$ cat src/rtl/alu_pkg.sv
`default_nettype none
// ============================================================================
// Module : alu_pkg
// Brief  : Shared opcode encodings and arbiter state type for the add/sub alu.
// Rev    : 1.0  initial release
// ============================================================================
package alu_pkg;

  localparam logic ALU_ADD = 1'b0;
  localparam logic ALU_SUB = 1'b1;

  typedef enum logic [1:0] {
    ARB_IDLE = 2'd0,
    ARB_EXEC = 2'd1,
    ARB_RESP = 2'd2
  } arb_state_t;

endpackage : alu_pkg
`default_nettype wire

$ cat src/rtl/alu.sv
`default_nettype none
// ============================================================================
// Module : alu
// Brief  : Combinational add/subtract unit; result wraps modulo 2^DATA_WIDTH.
// Rev    : 1.0  initial release
// ============================================================================
module alu
  import alu_pkg::*;
#(
  parameter int DATA_WIDTH = 16
) (
  input  logic [DATA_WIDTH-1:0] i_a,
  input  logic [DATA_WIDTH-1:0] i_b,
  input  logic                  i_op,
  output logic [DATA_WIDTH-1:0] o_result
);

  always_comb begin
    o_result = '0;
    if (i_op == ALU_SUB) begin
      o_result = i_a - i_b;
    end else begin
      o_result = i_a + i_b;
    end
  end

endmodule : alu
`default_nettype wire

$ cat src/rtl/alu_arbiter.sv
`default_nettype none
// ============================================================================
// Module : alu_arbiter
// Brief  : Round-robin sharing of one add/sub alu among NUM_REQ requesters,
//          with a registered, held-until-accepted result and flags.
// Rev    : 1.0  initial release
// ============================================================================
module alu_arbiter
  import alu_pkg::*;
#(
  parameter int DATA_WIDTH = 16,
  parameter int NUM_REQ    = 2,
  parameter int ID_W       = (NUM_REQ > 1) ? $clog2(NUM_REQ) : 1
) (
  input  logic                          clk_in,
  input  logic                          reset_in,
  input  logic [NUM_REQ-1:0]            req_valid_in,
  output logic [NUM_REQ-1:0]            req_ready_out,
  input  logic [NUM_REQ*DATA_WIDTH-1:0] req_A_in,
  input  logic [NUM_REQ*DATA_WIDTH-1:0] req_B_in,
  input  logic [NUM_REQ-1:0]            req_op_in,
  output logic                          resp_valid_out,
  input  logic                          resp_ready_in,
  output logic [DATA_WIDTH-1:0]         resp_data_out,
  output logic                          resp_zero_out,
  output logic                          resp_signal_out,
  output logic [ID_W-1:0]               resp_id_out
);

  // First valid requester at or after the pointer, wrapping past NUM_REQ-1.
  function automatic logic [ID_W-1:0] rr_pick(input logic [NUM_REQ-1:0] valid,
                                              input logic [ID_W-1:0]    ptr);
    logic [ID_W-1:0] pick;
    logic            found;
    int              idx;
    pick  = '0;
    found = 1'b0;
    for (int i = 0; i < NUM_REQ; i++) begin
      idx = (int'(ptr) + i) % NUM_REQ;
      if (!found && valid[idx]) begin
        found = 1'b1;
        pick  = ID_W'(idx);
      end
    end
    return pick;
  endfunction

  arb_state_t              r_state;
  arb_state_t              w_state_next;
  logic [ID_W-1:0]         r_ptr;
  logic [DATA_WIDTH-1:0]   r_op_a;
  logic [DATA_WIDTH-1:0]   r_op_b;
  logic                    r_op;
  logic [ID_W-1:0]         r_id;
  logic                    r_resp_valid;
  logic [DATA_WIDTH-1:0]   r_resp_data;
  logic                    r_resp_zero;
  logic                    r_resp_sign;
  logic [ID_W-1:0]         r_resp_id;

  logic                    w_can_accept;
  logic                    w_grant_en;
  logic [ID_W-1:0]         w_grant;
  logic [ID_W-1:0]         w_ptr_next;
  logic [DATA_WIDTH-1:0]   w_alu_result;

  // A new grant is possible when idle, or when the held result is consumed this cycle.
  assign w_can_accept = !reset_in &&
                        ((r_state == ARB_IDLE) || ((r_state == ARB_RESP) && resp_ready_in));
  assign w_grant_en   = w_can_accept && (|req_valid_in);
  assign w_grant      = rr_pick(req_valid_in, r_ptr);
  assign w_ptr_next   = (int'(w_grant) == NUM_REQ - 1) ? '0 : w_grant + ID_W'(1);

  assign req_ready_out   = w_grant_en ? (NUM_REQ'(1) << w_grant) : '0;
  assign resp_valid_out  = r_resp_valid;
  assign resp_data_out   = r_resp_data;
  assign resp_zero_out   = r_resp_zero;
  assign resp_signal_out = r_resp_sign;
  assign resp_id_out     = r_resp_id;

  alu #(
    .DATA_WIDTH (DATA_WIDTH)
  ) u_alu (
    .i_a      (r_op_a),
    .i_b      (r_op_b),
    .i_op     (r_op),
    .o_result (w_alu_result)
  );

  always_ff @(posedge clk_in or posedge reset_in) begin
    if (reset_in) begin
      r_state <= ARB_IDLE;
    end else begin
      r_state <= w_state_next;
    end
  end

  always_comb begin
    w_state_next = r_state;
    case (r_state)
      ARB_IDLE: begin
        if (w_grant_en) begin
          w_state_next = ARB_EXEC;
        end
      end
      ARB_EXEC: begin
        w_state_next = ARB_RESP;
      end
      ARB_RESP: begin
        if (resp_ready_in) begin
          w_state_next = w_grant_en ? ARB_EXEC : ARB_IDLE;
        end
      end
      default: begin
        w_state_next = ARB_IDLE;
      end
    endcase
  end

  always_ff @(posedge clk_in or posedge reset_in) begin
    if (reset_in) begin
      r_ptr        <= '0;
      r_op_a       <= '0;
      r_op_b       <= '0;
      r_op         <= ALU_ADD;
      r_id         <= '0;
      r_resp_valid <= 1'b0;
      r_resp_data  <= '0;
      r_resp_zero  <= 1'b0;
      r_resp_sign  <= 1'b0;
      r_resp_id    <= '0;
    end else begin
      if (w_grant_en) begin
        r_op_a <= req_A_in[w_grant*DATA_WIDTH +: DATA_WIDTH];
        r_op_b <= req_B_in[w_grant*DATA_WIDTH +: DATA_WIDTH];
        r_op   <= req_op_in[w_grant];
        r_id   <= w_grant;
        r_ptr  <= w_ptr_next;
      end
      // Flags come from the same result being registered, so they can never lag the data.
      if (r_state == ARB_EXEC) begin
        r_resp_valid <= 1'b1;
        r_resp_data  <= w_alu_result;
        r_resp_zero  <= (w_alu_result == '0);
        r_resp_sign  <= w_alu_result[DATA_WIDTH-1];
        r_resp_id    <= r_id;
      end else if ((r_state == ARB_RESP) && resp_ready_in) begin
        r_resp_valid <= 1'b0;
      end
    end
  end

endmodule : alu_arbiter
`default_nettype wire
$ cat config.mk
export PLATFORM = sky130hd
export DESIGN_NAME = alu_arbiter
export DESIGN_NICKNAME = d
export VERILOG_FILES = /design/src/rtl/alu_pkg.sv /design/src/rtl/alu.sv /design/src/rtl/alu_arbiter.sv
export SDC_FILE = /design/constraint.sdc
export NUM_CORES = 1
export LEC_CHECK = 0
export CELL_PAD_IN_SITES_DETAIL_PLACEMENT = 1
export CELL_PAD_IN_SITES_GLOBAL_PLACEMENT = 2
export CORE_MARGIN = 1
export CORE_UTILIZATION = 32
export CTS_BUF_LIST = sky130_fd_sc_hd__clkbuf_8
export CTS_CLUSTER_SIZE = 30
export DETAILED_ROUTE_END_ITERATION = 8
export GPL_TIMING_DRIVEN = 0
export PLACE_DENSITY = 0.93
export SYNTH_ARGS = -nofsm -noshare
export SYNTH_HDL_FRONTEND = slang
export SYNTH_SLANG_ARGS = --single-unit
$ cat constraint.sdc
create_clock -name clk_in -period 4.07 [get_ports clk_in]
set_input_delay 0.407 -clock clk_in [delete_from_list [all_inputs] [get_ports clk_in]]
set_output_delay 0.407 -clock clk_in [all_outputs]
set_load 0.005 [all_outputs]
==> results.sh, run 1 <==
export IMPL_status="completed"
export IMPL_die_area_sq_mm=0.0110
export IMPL_synth_async_reset_ratio=1.00
export IMPL_insertion_delay_ns=0.31
export IMPL_rr_startpoint="r_op$_DFFE_PP0P_"
export IMPL_p_per_area_mw_per_mm2=697
export IMPL_rsz0062_at_grt="no"
export IMPL_regArea_sq_mm=0.00140
export IMPL_synth_area_leaders="dfrtp_1 42%, a222oi_1 9.8%, ha_1 5.9%, inv_1 5.6%, xnor2_1 5.2%"
export IMPL_crit_path_end_kind="output port"
export IMPL_final_core_util=0.444
export IMPL_final_min_clock_period_ns=3.75
export IMPL_syn_nets=437
export IMPL_synth_edff_count=0
export IMPL_place_gp_congestion=0.827
export IMPL_cts_buffers=5
export IMPL_setup_viol_count_final=0
export IMPL_dpl_instance_area_sq_mm=0.00448
export IMPL_n_antenna_cell=0
export IMPL_clock_root_buffer="clkbuf_8"
export IMPL_fmax_mhz=267
export IMPL_die_h_um=105
export IMPL_ys_seq_area_frac=0.415
export IMPL_avgSynthCellArea_sq_um=9.67
export IMPL_yosys_register_bits=56
export IMPL_multi_input_area_sq_mm=0.00171
export IMPL_overflow=0
export IMPL_final_nets=537
export IMPL_fill_cells=1203
export IMPL_syn_area_sq_mm=0.00337
export IMPL_cts_path_max_buffers=2
export IMPL_rows=37
export IMPL_vias=3117
export IMPL_max_slew_margin=0.506
export IMPL_ant_nets=0
export IMPL_drtPass1Iterations=8
export IMPL_path_clk_slew_ns=0.10
export IMPL_finalSetupTns_ns=0
export IMPL_synth_top_area_cell="dfrtp_1"
export IMPL_grt_pass1_wl_um=16700
export IMPL_syn_inst=349
export IMPL_cp_max_fo=10
export IMPL_grt_max_degree=38
export IMPL_power_leakage_nw=2.03
export IMPL_yosysMostFrequentCell="dfrtp_1"
export IMPL_critPathLaunchType="input port"
export IMPL_synth_cell_types=52
export IMPL_clock_skew_final_ns=0.00398
export IMPL_worst_slew_pin_slew_ns=0.737
export IMPL_first_iter_violations=189
export IMPL_slew_violations=0
export IMPL_first_global_vias=3293
export IMPL_start_util=0.328
export IMPL_clock_sinks=56
export IMPL_cp_arrival_ns=3.34
export IMPL_fp_dieW_um=105
export IMPL_place_hpwl_um=8210
export IMPL_drive_above_1_share=0.0557
export IMPL_hold_buffers=0
export IMPL_grt_total_usage=0.193
export IMPL_io_buffers=92
export IMPL_cap_violations=0
export IMPL_cts_tree="yes"
export IMPL_hp_class="input port to async pin"
export IMPL_wirelength_um=10100
export IMPL_ir_drop_uv=246
export IMPL_post_cts_buffers=0
export IMPL_critical_path_required_ns=3.66
export IMPL_vias_per_cell=5.33
export IMPL_syn2layout_area_growth_pct=35.2
export IMPL_ctsResizeCount=0
export IMPL_drc=0
export IMPL_design_core_area_sq_mm=0.0103
export IMPL_netlist_area_leader_share=0.415
export IMPL_final_cell_area_sq_mm=0.00456
export IMPL_r2r_slack_ns=0.63
export IMPL_timing_final_crit_share=0.922
export IMPL_ys_top_cells_by_count="56 x dfrtp_1, 50 x inv_1, 33 x a222oi_1"
export IMPL_htree_levels=2
export IMPL_reg2reg_depth=12
export IMPL_antenna_found_initial=0
export IMPL_hold_violations=0
export IMPL_synthFlopType="dfrtp_1"
export IMPL_hold_ws_ns=0.448
export IMPL_worstReg2RegEnd="resp_zero_out$_DFFE_PP0P_"
export IMPL_wl_per_cell_um=17.3
export IMPL_path_class="input port to output port"
export IMPL_yosys_warnings=0
export IMPL_io_pins=93
## registers in the layout, summed over array words and instances, names as in the netlist
name,count
r_op_a,16
r_op_b,16
r_ptr,1
r_state,2
resp_zero_out,1
resp_data_out,16
r_op,1
resp_id_out,1
r_id,1
resp_valid_out,1
## cells in the final DEF (no fill, tap or decap), drive strengths merged, types with 6 or more instances in the layout
| cell type | n |
|---|---|
| a21oi | 20 |
| a222oi | 33 |
| and3 | 7 |
| clkbuf | 22 |
| clkdlybuf4s50 | 92 |
| dfrtp | 56 |
| ha | 16 |
| inv | 51 |
| nand2 | 16 |
| nand3 | 7 |
| nor2 | 10 |
| nor3 | 11 |
| nor4 | 6 |
| o21ai | 19 |
| xnor2 | 20 |
## per-stage QoR
step	total power [mW]	setup WS (ns)	cells
after global routing	3.46	0.175	585
after floorplan	2.21	1.26	349
after detailed placement	2.89	0.312	578
final	3.18	0.318	585
after global placement	2.77	0.399	577
after CTS	3.20	0.303	585
## cell type report
type	count	share of cell area
clock buffer	5	0.0151
buffer	19	0.0167
sequential	56	0.307
multi-input combinational	224	0.374
clock inverter	2	0.00192
tap	136	0.0373
inverter	50	0.0411
timing repair buffer	93	0.206
## worst max-delay path: stages
cell and delay [ns]:
clkdlybuf4s50_1 0.49, nand2b_1 0.13, nor3b_1 0.59, and3_1 0.27, clkbuf_1 0.32, clkbuf_1 0.53
clkdlybuf4s50_1 0.62
## per-layer routing
layer  share of wire  track usage  up-vias
met5               0            0        -
li1                -            -     1483
met1            0.43        0.230     1529
met4           0.012       0.0644        0
met2            0.52        0.353       93
met3           0.039       0.0262       12
## worst max path at each step
stage,start,end,cells after the start
floorplan,r_op$_DFFE_PP0P_,resp_zero_out$_DFFE_PP0P_,13
global placement,resp_ready_in,req_ready_out[1],7
detailed placement,resp_ready_in,req_ready_out[1],7
CTS,resp_ready_in,req_ready_out[1],7
global route,resp_ready_in,req_ready_out[1],7
finish,resp_ready_in,req_ready_out[1],7
## power breakdown
| part | switching (mW) | leakage (nW) | internal [mW] |
|---|---|---|---|
| clock | 0.182 | 0.0452 | 0.115 |
| sequential | 0.161 | 0.694 | 0.745 |
| combinational | 1.06 | 1.30 | 0.923 |
## kinds of logic after synthesis
| logic type | count (synthesis) | share of synthesized area |
|---|---|---|
| fa+ha+maj | 17 | 0.0653 |
| flops | 56 | 0.415 |
| simple gates | 80 | 0.135 |
| buf+inv | 69 | 0.0783 |
| compound gates | 98 | 0.227 |
| xor+xnor | 24 | 0.0623 |
| mux | 5 | 0.0163 |
Power figures use the tool's default switching activity.
==> run 2, diff against run 1 <==
CORE_UTILIZATION = 30   (was 32)
PLACE_DENSITY = 0.89   (was 0.93)
clock period = 3.87 ns   (was 4.07 ns; I/O delays follow)
==> run 2 against run 1 <==
Effect of this change: clock power grew 37%; sequential share of layout area shrank 0.33 points; final cell count grew 0.85%; worst hold slack lost 0.031 ns; via count grew 0.61%; first-iteration DRC count grew 3.2%; combinational power grew 4%; register-to-register slack lost 0.11 ns; die area grew 6.5%; highest routed layer unchanged.
==> results.sh, run 2 (same netlist as run 1, synthesis figures left out) <==
export IMPL_status="completed"
export IMPL_finalNonFillerCells=590
export IMPL_die_h_um=108
export IMPL_ant_nets=0
export IMPL_ir_drop_uv=265
export IMPL_n_antenna_cell=0
export IMPL_mostFrequentLayoutCells="92 x clkdlybuf4s50_1, 56 x dfrtp_1, 49 x inv_1"
export IMPL_io_buffers=92
export IMPL_p_sw_frac=0.425
export IMPL_power_frac_seq=0.278
export IMPL_overflow=0
export IMPL_fp_dieW_um=108
export IMPL_io_pins=93
export IMPL_layout_commonest_cell="clkdlybuf4s50_1"
export IMPL_cts_buffers=5
export IMPL_design_core_area_sq_mm=0.0109
export IMPL_p_int_mw=1.97
export IMPL_wl_per_cell_um=16.6
export IMPL_fmax_mhz=279
export IMPL_drc=0
export IMPL_vias_per_cell=5.32
export IMPL_finalSetupTns_ns=0
export IMPL_clock_root_buffer="clkbuf_8"
export IMPL_r2r_slack_ns=0.52
export IMPL_rsz0062_at_grt="no"
export IMPL_grt_max_degree=38
export IMPL_worst_slew_pin_slew_ns=0.826
export IMPL_start_util=0.310
export IMPL_place_hpwl_um=7870
export IMPL_setup_viol_count_final=0
export IMPL_first_global_vias=3215
export IMPL_rows=38
export IMPL_vias=3136
export IMPL_critPathLaunchType="input port"
export IMPL_power_leakage_nw=2.05
export IMPL_cap_violations=0
export IMPL_hp_class="input port to async pin"
export IMPL_htree_levels=2
export IMPL_grt_pass1_wl_um=16000
export IMPL_p_per_area_mw_per_mm2=742
export IMPL_die_area_sq_mm=0.0117
export IMPL_path_class="input port to output port"
export IMPL_insertion_delay_ns=0.32
export IMPL_first_iter_violations=195
export IMPL_clock_sinks=56
export IMPL_cp_max_fo=10
export IMPL_ctsResizeCount=0
export IMPL_path_clk_slew_ns=0.11
export IMPL_combPwrFrac=0.603
export IMPL_max_slew_margin=0.446
export IMPL_syn2layout_area_growth_pct=36.7
export IMPL_slew_violations=0
export IMPL_antenna_found_initial=0
export IMPL_post_cts_buffers=0
export IMPL_cts_tree="yes"
export IMPL_switchingPower_mw=1.46
export IMPL_drive_above_1_share=0.0600
export IMPL_cp_arrival_ns=3.20
export IMPL_wirelength_um=9800
export IMPL_place_gp_congestion=0.812
export IMPL_post_place_cells=582
export IMPL_hold_buffers=0
export IMPL_hold_violations=0
export IMPL_clock_skew_final_ns=0.0125
export IMPL_clock_power_share=0.119
export IMPL_timing_final_crit_share=0.926
export IMPL_cts_path_max_buffers=2
export IMPL_crit_path_end_kind="output port"
export IMPL_drtPass1Iterations=5
export IMPL_final_nets=537
export IMPL_grt_total_usage=0.176
export IMPL_critical_path_required_ns=3.48
export IMPL_final_min_clock_period_ns=3.59
==> run 2: cell type report <==
cell class,instances,area (sq um)
multi-input combinational,224,1710
sequential,56,1400
inverter,50,188
timing repair buffer,93,941
tap,140,175
fill,1240,6280
clock buffer,6,82.6
clock inverter,2,38.8
buffer,19,76.3
==> run 2: metrics by stage <==
step                worst slack (ns)  power [mW]  hold slack [ns]  utilization  area, sq um
floorplan                       1.06        2.33            0.446            -         3370
global placement               0.301        2.93            0.457        0.410         4470
detailed placement             0.276        3.01            0.472        0.412         4490
CTS                            0.276        3.45            0.434        0.423         4610
global route                   0.176        3.74            0.468        0.423         4610
finish                         0.285        3.42            0.417        0.423         4610
==> run 2: power groups by stage <==
| stage | sequential (mW) | clock (mW) | combinational [mW] |
|---|---|---|---|
| global placement | 0.956 | 0 | 1.97 |
| detailed placement | 0.968 | 0 | 2.04 |
| global route | 0.979 | 0.444 | 2.31 |
| floorplan | 0.927 | 0 | 1.40 |
| CTS | 0.955 | 0.424 | 2.07 |
| finish | 0.951 | 0.408 | 2.06 |
==> run 2: worst paths after layout <==
check,from,endpoint,depth (start not counted)
max in group asynchronous,reset_in,r_op_a[9]$_DFFE_PP0P_,3
hold / removal,reset_in,resp_valid_out$_DFFE_PP0P_,2
setup / recovery,resp_ready_in,req_ready_out[0],7
setup reg to reg,r_op$_DFFE_PP0P_,resp_zero_out$_DFFE_PP0P_,12
min in group clk_in,resp_zero_out$_DFFE_PP0P_,resp_zero_out$_DFFE_PP0P_,2
hold reg to reg,resp_zero_out$_DFFE_PP0P_,resp_zero_out$_DFFE_PP0P_,2
==> run 2: layer usage <==
layer / global-route usage / wire (um)
met1: 0.222 / 4250
met2: 0.313 / 5040
met3: 0.0247 / 402
met4: 0.0460 / 104
met5: 0 / 0
==> run 2: critical path: stages <==
cell,delay (ns)
clkdlybuf4s50_1,0.48
nand2b_1,0.11
nor3b_1,0.51
and3_1,0.25
clkbuf_1,0.36
clkbuf_1,0.49
clkdlybuf4s50_1,0.61
==> run 3, diff against run 2 <==
SKIP_CTS_REPAIR_TIMING = 1   (was not set)
==> results of run 3 <==
No change in the layout: final DEF, timing and power equal those of run 2.
